File: src/rtl/mul_div_pkg.sv
// Shared types and constants for the sequential multiply/divide unit.
package mul_div_pkg;

  typedef enum logic [1:0] {IDLE, CALC, DONE} state_e;

  localparam logic MODE_MUL = 1'b0;
  localparam logic MODE_DIV = 1'b1;

  // Counter width for an N-bit operand: wide enough to hold N-1.
  function automatic int unsigned cnt_width(input int unsigned n);
    return (n > 2) ? $clog2(n) : 1;
  endfunction

endpackage

File: src/rtl/seq_mul_div_unit_adder.sv
// N-bit adder with carry in/out, shared by both multiply and divide datapaths.
module seq_mul_div_unit_adder #(
  parameter int unsigned N = 8
) (
  input  logic [N-1:0] x,
  input  logic [N-1:0] y,
  input  logic         input_carry,
  output logic         output_carry,
  output logic [N-1:0] sum
);

  assign {output_carry, sum} = {1'b0, x} + {1'b0, y} + {{N{1'b0}}, input_carry};

endmodule

File: src/rtl/seq_mul_div_unit.sv
// Iterative unsigned multiply (shift-add) / divide (restoring), one bit per clock,
// with a start/busy/done handshake and a single shared N-bit adder.
module seq_mul_div_unit
  import mul_div_pkg::*;
#(
  parameter int unsigned N = 8
) (
  input  logic           clk,
  input  logic           rst_n,
  input  logic           start,
  input  logic           mode,
  input  logic [N-1:0]   x,
  input  logic [N-1:0]   y,
  output logic           busy,
  output logic           done,
  output logic [2*N-1:0] result,
  output logic           div_by_zero
);

  localparam int unsigned CntW = cnt_width(N);

  state_e          state;
  logic            mode_q;
  logic [N-1:0]    opnd_q;   // multiplicand (mul) or divisor (div)
  logic [2*N-1:0]  acc;      // mul: {partial, multiplier}; div: {remainder, dividend/quotient}
  logic [CntW-1:0] cnt;

  logic [N-1:0]    add_a, add_b, add_sum;
  logic            add_cin, add_cout;
  logic [2*N-1:0]  acc_step;
  logic            dbz_req;
  logic            last;

  // Divide feeds the adder {R, next dividend bit} minus divisor; multiply adds the upper half.
  always_comb begin
    add_a   = acc[2*N-1:N];
    add_b   = opnd_q;
    add_cin = 1'b0;
    if (mode_q == MODE_DIV) begin
      add_a   = acc[2*N-2:N-1];
      add_b   = ~opnd_q;
      add_cin = 1'b1;
    end
  end

  seq_mul_div_unit_adder #(
    .N(N)
  ) u_adder (
    .x           (add_a),
    .y           (add_b),
    .input_carry (add_cin),
    .output_carry(add_cout),
    .sum         (add_sum)
  );

  always_comb begin
    acc_step = acc;
    if (mode_q == MODE_DIV) begin
      // Top bit of {R, bit} set or no borrow means the trial subtraction fits.
      if (acc[2*N-1] || add_cout) acc_step = {add_sum, acc[N-2:0], 1'b1};
      else                        acc_step = {acc[2*N-2:0], 1'b0};
    end else begin
      if (acc[0]) acc_step = {add_cout, add_sum, acc[N-1:1]};
      else        acc_step = {1'b0, acc[2*N-1:1]};
    end
  end

  assign dbz_req = (mode == MODE_DIV) && (y == '0);
  assign last    = (cnt == CntW'(N - 1));

  always_ff @(posedge clk or negedge rst_n) begin
    if (!rst_n) begin
      state       <= IDLE;
      mode_q      <= MODE_MUL;
      opnd_q      <= '0;
      acc         <= '0;
      cnt         <= '0;
      busy        <= 1'b0;
      done        <= 1'b0;
      result      <= '0;
      div_by_zero <= 1'b0;
    end else begin
      done <= 1'b0;
      unique case (state)
        CALC: begin
          acc <= acc_step;
          cnt <= cnt + 1'b1;
          if (last) begin
            state  <= DONE;
            busy   <= 1'b0;
            done   <= 1'b1;
            result <= acc_step;
          end
        end
        default: begin
          state <= IDLE;
          if (start) begin
            mode_q      <= mode;
            opnd_q      <= (mode == MODE_DIV) ? y : x;
            acc         <= {{N{1'b0}}, (mode == MODE_DIV) ? x : y};
            cnt         <= '0;
            div_by_zero <= 1'b0;
            if (dbz_req) begin
              state       <= DONE;
              done        <= 1'b1;
              div_by_zero <= 1'b1;
              result      <= {x, {N{1'b1}}};
            end else begin
              state  <= CALC;
              busy   <= 1'b1;
              result <= '0;
            end
          end
        end
      endcase
    end
  end

endmodule

File: config.mk
export PLATFORM = sky130hd
export DESIGN_NAME = seq_mul_div_unit
export DESIGN_NICKNAME = d
export VERILOG_FILES = /design/src/rtl/mul_div_pkg.sv /design/src/rtl/seq_mul_div_unit_adder.sv /design/src/rtl/seq_mul_div_unit.sv
export SDC_FILE = /design/constraint.sdc
export NUM_CORES = 1
export LEC_CHECK = 0
export ABC_CLOCK_PERIOD_IN_PS = 3000
export BUFFER_PORTS_ARGS = -buffer_cell sky130_fd_sc_hd__clkbuf_2
export CAP_MARGIN = 25
export CORE_UTILIZATION = 49
export CTS_CLUSTER_DIAMETER = 40
export DETAILED_ROUTE_END_ITERATION = 10
export PLACE_DENSITY = 0.7
export SETUP_SLACK_MARGIN = 0.02
export SLEW_MARGIN = 20
export SYNTH_ARGS = -nofsm -noshare
export SYNTH_HDL_FRONTEND = slang
export SYNTH_SLANG_ARGS = --single-unit
File: constraint.sdc
create_clock -name clk -period 3 [get_ports clk]
set_input_delay 0.3 -clock clk [delete_from_list [all_inputs] [get_ports clk]]
set_output_delay 0.3 -clock clk [all_outputs]
set_load 0.02 [all_outputs]
==> impl_metrics.ini, run 1 <==
[logic_synthesis]
ys_seq_area_share_pct = 39.2
synth_fa_ha_area_share_pct = 4.24
synthDistinctLibCells = 59
ys.flop_type = dfrtp_1
synth_compound_area_share_pct = 21.0
synth_top_family_by_area = compound AO/OA/AOI/OAI gates
synth_mux_area_share_pct = 10.8
async_reset_ff_share_pct = 100
postSynthNetCount = 362
synth_warnings = 0
ys_ff_latch = 49
syn_area_sq_um = 3130
synth_edf_count = 0
synthCells = 332
yosys.area_share.xor_xnor_pct = 3.36
avgSynthCellArea_sq_um = 9.42
synth-simple-area-share_pct = 16.7

[sta]
relSlewSlack_pct = 45.7
period_needed_ns = 2.87
fin_tns_setup_ns = 0
worstMarginPinSlew_ns = 0.815
hold_viol = 0
clock_skew_ns = 0.00444
setup_viol = 0
slew_violations = 0
fin_crit_sh_pct = 95.8
max_freq_mhz = 348
rsz0062_at_grt = false

[floorplan]
dieArea_sq_um = 6710
core-area_sq_um = 6030
die_w_um = 81.9
die_h_um = 81.9
start_util_pct = 51.9
rows = 28
num_io_pins = 39

[global_routing]
globalRouteOverflowTotal = 0
grt_pass1_wl_um = 12100
grt_usage_pct = 24.3
grt_pass1_vias = 2442
antenna_found_initial = 0
grt_max_degree = 33

[clock_tree]
cts_tree = yes
holdBufCountCts = 0
clk_pin_slew_ns = 0.09
cts-htree-levels = 2
clock-sinks = 49
post_cts_buffers = 0
cts_buffer_depth = 2
cts_root_buf = clkbuf_8
cts_buffers = 5
clock_latency_ns = 0.30

[setup_path]
timing.reg2reg.setup_slack_ns = 0.13
cp-end-kind = register
path_class = reg2reg
arrival_ns = 3.07
reg2regPathDepth = 9
cp_top_family = simple AND/OR/NAND/NOR gates
crit_slowest_cell = dfrtp_2
crit_path_cell_trace = buf_4 > mux2_2 > ha_1 > and3_1 > or2_0 > or3_4 > a311oi_2 > a211oi_2 > a31o_1
worst-path-buf-inv = 1
critPathRequiredTime_ns = 3.20
cp.depth = 9
crit_fanout = 11
critPathMaxStageDelay_ns = 0.42
start_kind = register

[cells_and_area]
seqCellArea_sq_um = 1230
diodes = 0
drive_gt1_share_pct = 21.7
multi_input_area_sq_um = 1760
final_nets = 398
area_growth_pct = 11.4
n_fill_cell = 546

[placed_design]
port_buffers = 38
gp_congestion = 0.880
hpwl_um = 5690

[drt]
drc = 0
ant_nets = 0
via_per_inst = 5.85
wl_um = 7550
drt_iter0_markers = 144
wl_per_cell_um = 17.0
firstDrtPassIters = 4
routed-via-count = 2592

[hold_path]
hp-class = in2async

[flow_run]
max-cap-violations = 0

[run_status]
status = finished, final reports clean
==> cells in the final DEF (no fill, tap or decap), types with 2 or more instances in the layout <==
cell / netlist / layout
nand2_1: 53 / 53
dfrtp_1: 49 / 48
o21ai_0: 38 / 38
clkbuf_2: 0 / 38
mux2i_1: 28 / 28
nor2_1: 16 / 16
a21oi_1: 16 / 16
buf_4: 0 / 13
xor2_1: 9 / 9
ha_1: 9 / 9
nand3_1: 8 / 8
o22a_1: 7 / 7
o211ai_1: 6 / 6
mux2_2: 5 / 5
a21o_1: 5 / 5
clkbuf_8: 2 / 5
inv_1: 4 / 4
nand2b_1: 4 / 4
nor4_1: 3 / 3
nor2b_1: 3 / 3
a31oi_1: 3 / 3
xnor2_1: 3 / 3
a21oi_2: 2 / 2
o21a_1: 2 / 2
a311oi_2: 2 / 2
nand3b_1: 2 / 2
a211oi_1: 2 / 2
==> sequential cells by signal, summed over array words and instances (netlist names) <==
| signal | flops |
|---|---|
| mode_q | 1 |
| acc | 16 |
| cnt | 3 |
| busy | 1 |
| div_by_zero | 1 |
| state | 2 |
| done | 1 |
| opnd_q | 8 |
| result | 16 |
==> path summary, 6_finish.rpt <==
| check | from | endpoint |
|---|---|---|
| max | mode_q$_DFFE_PN0P_ | result[13]$_DFFE_PN0P_ |
| min | rst_n | cnt[2]$_DFFE_PN0P_ |
| max reg2reg | mode_q$_DFFE_PN0P_ | result[13]$_DFFE_PN0P_ |
| max in group asynchronous | rst_n | mode_q$_DFFE_PN0P_ |
| min reg2reg | div_by_zero$_DFFE_PN0P_ | div_by_zero$_DFFE_PN0P_ |
| min in group clk | x[4] | opnd_q[4]$_DFFE_PN0P_ |
==> final cells by class <==
cell class              count  share of cell area [%]
repair buffers             51                    8.26
clock buffers               5                    1.98
inverters                   4                   0.431
multi-input cells         257                    50.4
flip-flops and latches     49                    35.2
clock inverters             2                    1.01
well taps                  75                    2.69
==> metal layers <==
layer / vias up / track usage [%] / share of wire (%)
li1: 1278 / - / -
met1: 1239 / 34.0 / 47
met2: 64 / 38.1 / 46
met3: 11 / 4.44 / 4.9
met4: 0 / 7.72 / 1.8
met5: - / 0 / 0
==> synth_stat cells, drive strengths merged, types with 4 or more instances <==
cell | n | area, sq um
nand2 | 54 | 205
dfrtp | 49 | 1230
o21ai | 38 | 190
mux2i | 28 | 280
a21oi | 18 | 97.6
nor2 | 16 | 60.1
clkbuf | 14 | 72.6
ha | 9 | 113
xor2 | 9 | 78.8
buf | 8 | 58.8
nand3 | 8 | 40.0
o211ai | 7 | 66.3
o22a | 7 | 61.3
a21o | 5 | 37.5
mux2 | 5 | 56.3
inv | 4 | 15.0
nand2b | 4 | 25.0
nor4 | 4 | 40.0
==> through the flow <==
| stage | std cells | hold slack (ns) | worst slack (ns) | instance area, sq um | utilization, % |
|---|---|---|---|---|---|
| after global placement | 436 | 0.420 | 0.169 | 3380 | 56.1 |
| final | 443 | 0.0750 | 0.125 | 3480 | 57.8 |
| after detailed placement | 436 | 0.428 | 0.110 | 3380 | 56.1 |
| after CTS | 443 | 0.0922 | 0.0938 | 3480 | 57.8 |
| after floorplan | 332 | 0.00441 | 0.0710 | 3130 | - |
| after global routing | 443 | 0.132 | 0.0300 | 3480 | 57.8 |
==> logic make-up (layout without fill, tap and decap cells) <==
kind of cell | after synthesis | after routing
compound gates | 96 | 96
xor+xnor | 12 | 12
fa+ha+maj | 10 | 10
buf+inv | 26 | 62
flops | 49 | 49
mux | 33 | 33
simple gates | 106 | 106
==> repair_timing <==
item	4_1_cts	5_1_grt
setup endpoints to repair	0	5
gates resized for setup	0	1
endpoints found under the hold margin	0	0
Power of run 1 is not shown: default switching activity piles up to over one toggle a cycle in this logic, so the estimate is an artifact.
==> inputs of run 2 (changes only) <==
- CORE_UTILIZATION: 49 -> 40
- CTS_CLUSTER_DIAMETER: 40 -> not set
- PLACE_DENSITY: 0.7 -> 0.59
==> run 2 against run 1 <==
Maximum frequency is 0.55% higher. Worst setup slack better by 0.016 ns. Global-route usage is 4.7 points lower. Via count is 2.6% lower. First-iteration DRC count is 13% lower. Cell count is 5.2% higher. Non-clock buffer count is 2 lower. Die area is 22% higher. Largest cell class unchanged. Highest routed layer unchanged.
==> impl_metrics.ini, run 2 (synthesized netlist as in run 1, its figures left out) <==
[sta]
setup_viol = 0
relSlewSlack_pct = 47.3
slew_violations = 0
max_freq_mhz = 350
rsz0062_at_grt = false
worstMarginPinSlew_ns = 0.790
fin_crit_sh_pct = 95.3
clock_skew_ns = 0.00957
hold_viol = 0
period_needed_ns = 2.86
timing.hold.ws_ns = 0.0641
fin_tns_setup_ns = 0

[setup_path]
cp_top_family = simple AND/OR/NAND/NOR gates
crit_path_cell_trace = buf_12 > mux2_2 > ha_1 > and3_1 > or2_0 > or3_4 > a311oi_2 > a211oi_2 > a31o_1
worstReg2RegStart = mode_q$_DFFE_PN0P_
arrival_ns = 3.05
crit_fanout = 26
critPathMaxStageDelay_ns = 0.40
start_kind = register
cp-end-kind = register
path_class = reg2reg
worst-path-buf-inv = 1
crit_slowest_cell = dfrtp_1
critPathRequiredTime_ns = 3.19
crit_start = mode_q$_DFFE_PN0P_

[cells_and_area]
final_common_cell = nand2_1
diodes = 0
area_growth_pct = 12.0
final_nets = 396
reg.largest.list = acc (16), result (16), opnd_q (8)
layout_common_cells = nand2_1 (53), dfrtp_1 (49), o21ai_0 (38), clkbuf_2 (38), mux2i_1 (28)
drive_gt1_share_pct = 21.3

[floorplan]
rows = 31
start_util_pct = 42.2
core-area_sq_um = 7410
num_io_pins = 39
die_w_um = 90.4
dieArea_sq_um = 8180
die_h_um = 90.4

[clock_tree]
cts_buffers = 5
cts_root_buf = clkbuf_8
clk_pin_slew_ns = 0.10
cts-htree-levels = 2
cts_resized = 0
clock_latency_ns = 0.30
post_cts_buffers = 0
cts_buffer_depth = 2
clock-sinks = 49
cts_tree = yes
holdBufCountCts = 0

[placed_design]
hpwl_um = 5990
port_buffers = 38
gp_congestion = 0.810

[drt]
wl_per_cell_um = 17.0
wl_um = 7900
ant_nets = 0
via_per_inst = 5.42
drc = 0
drt_iter0_markers = 126
firstDrtPassIters = 4
routed-via-count = 2525

[flow_run]
max-cap-violations = 0

[global_routing]
grt_usage_pct = 19.6
grt_max_degree = 31
grt_pass1_wl_um = 12600
grt_pass1_vias = 2445
globalRouteOverflowTotal = 0
antenna_found_initial = 0

[hold_path]
hp-class = in2async

[run_status]
status = finished, final reports clean
==> run 2: cell count changes in the layout (fill, tap and decap cells not counted) <==
cell       previous run  this run
clkbuf_8              5         6
clkinv_4              0         1
dfrtp_1              48        49
buf_12                0         1
dfrtp_2               1         0
buf_4                13        10
bufinv_16             1         0
==> run 2: layout make-up <==
type	count	area, sq um
Tap cell	99	124
Fill cell	716	3910
Sequential cell	49	1230
Clock inverter	2	13.8
Inverter	4	15.0
Multi-Input combinational cell	257	1760
Timing Repair Buffer	49	285
Clock buffer	6	82.6
==> run 2: stage by stage <==
step,utilization [%],cell area [sq um],instances,setup slack [ns]
finish,47.3,3500,466,0.141
global route,47.3,3500,466,0.0286
CTS,47.3,3500,466,0.172
detailed placement,46.0,3410,458,0.203
global placement,46.0,3410,458,0.212
floorplan,-,3130,332,0.0710
==> run 2: per-layer routing <==
layer  GRT usage [%]  part of all wire (%)  routed length (um)  up-vias
li1                -                     -                   -     1263
met1            27.0                    48                3820     1217
met2            32.4                    48                3770       39
met3            2.78                   3.0                 235        6
met4            5.24                   1.0                  80        0
met5               0                     0                   0        -
==> run 2: worst paths after layout <==
path,end,slack (ns),cells after the start
worst max-delay path,result[13]$_DFFE_PN0P_,0.14,9
max in group asynchronous,result[13]$_DFFE_PN0P_,2.15,2
worst max register to register,result[13]$_DFFE_PN0P_,0.14,9
min in group clk,opnd_q[0]$_DFFE_PN0P_,0.31,3
worst min register to register,div_by_zero$_DFFE_PN0P_,0.49,2
worst min-delay path,cnt[2]$_DFFE_PN0P_,0.06,1
Power of run 2 is left out for the same reason.
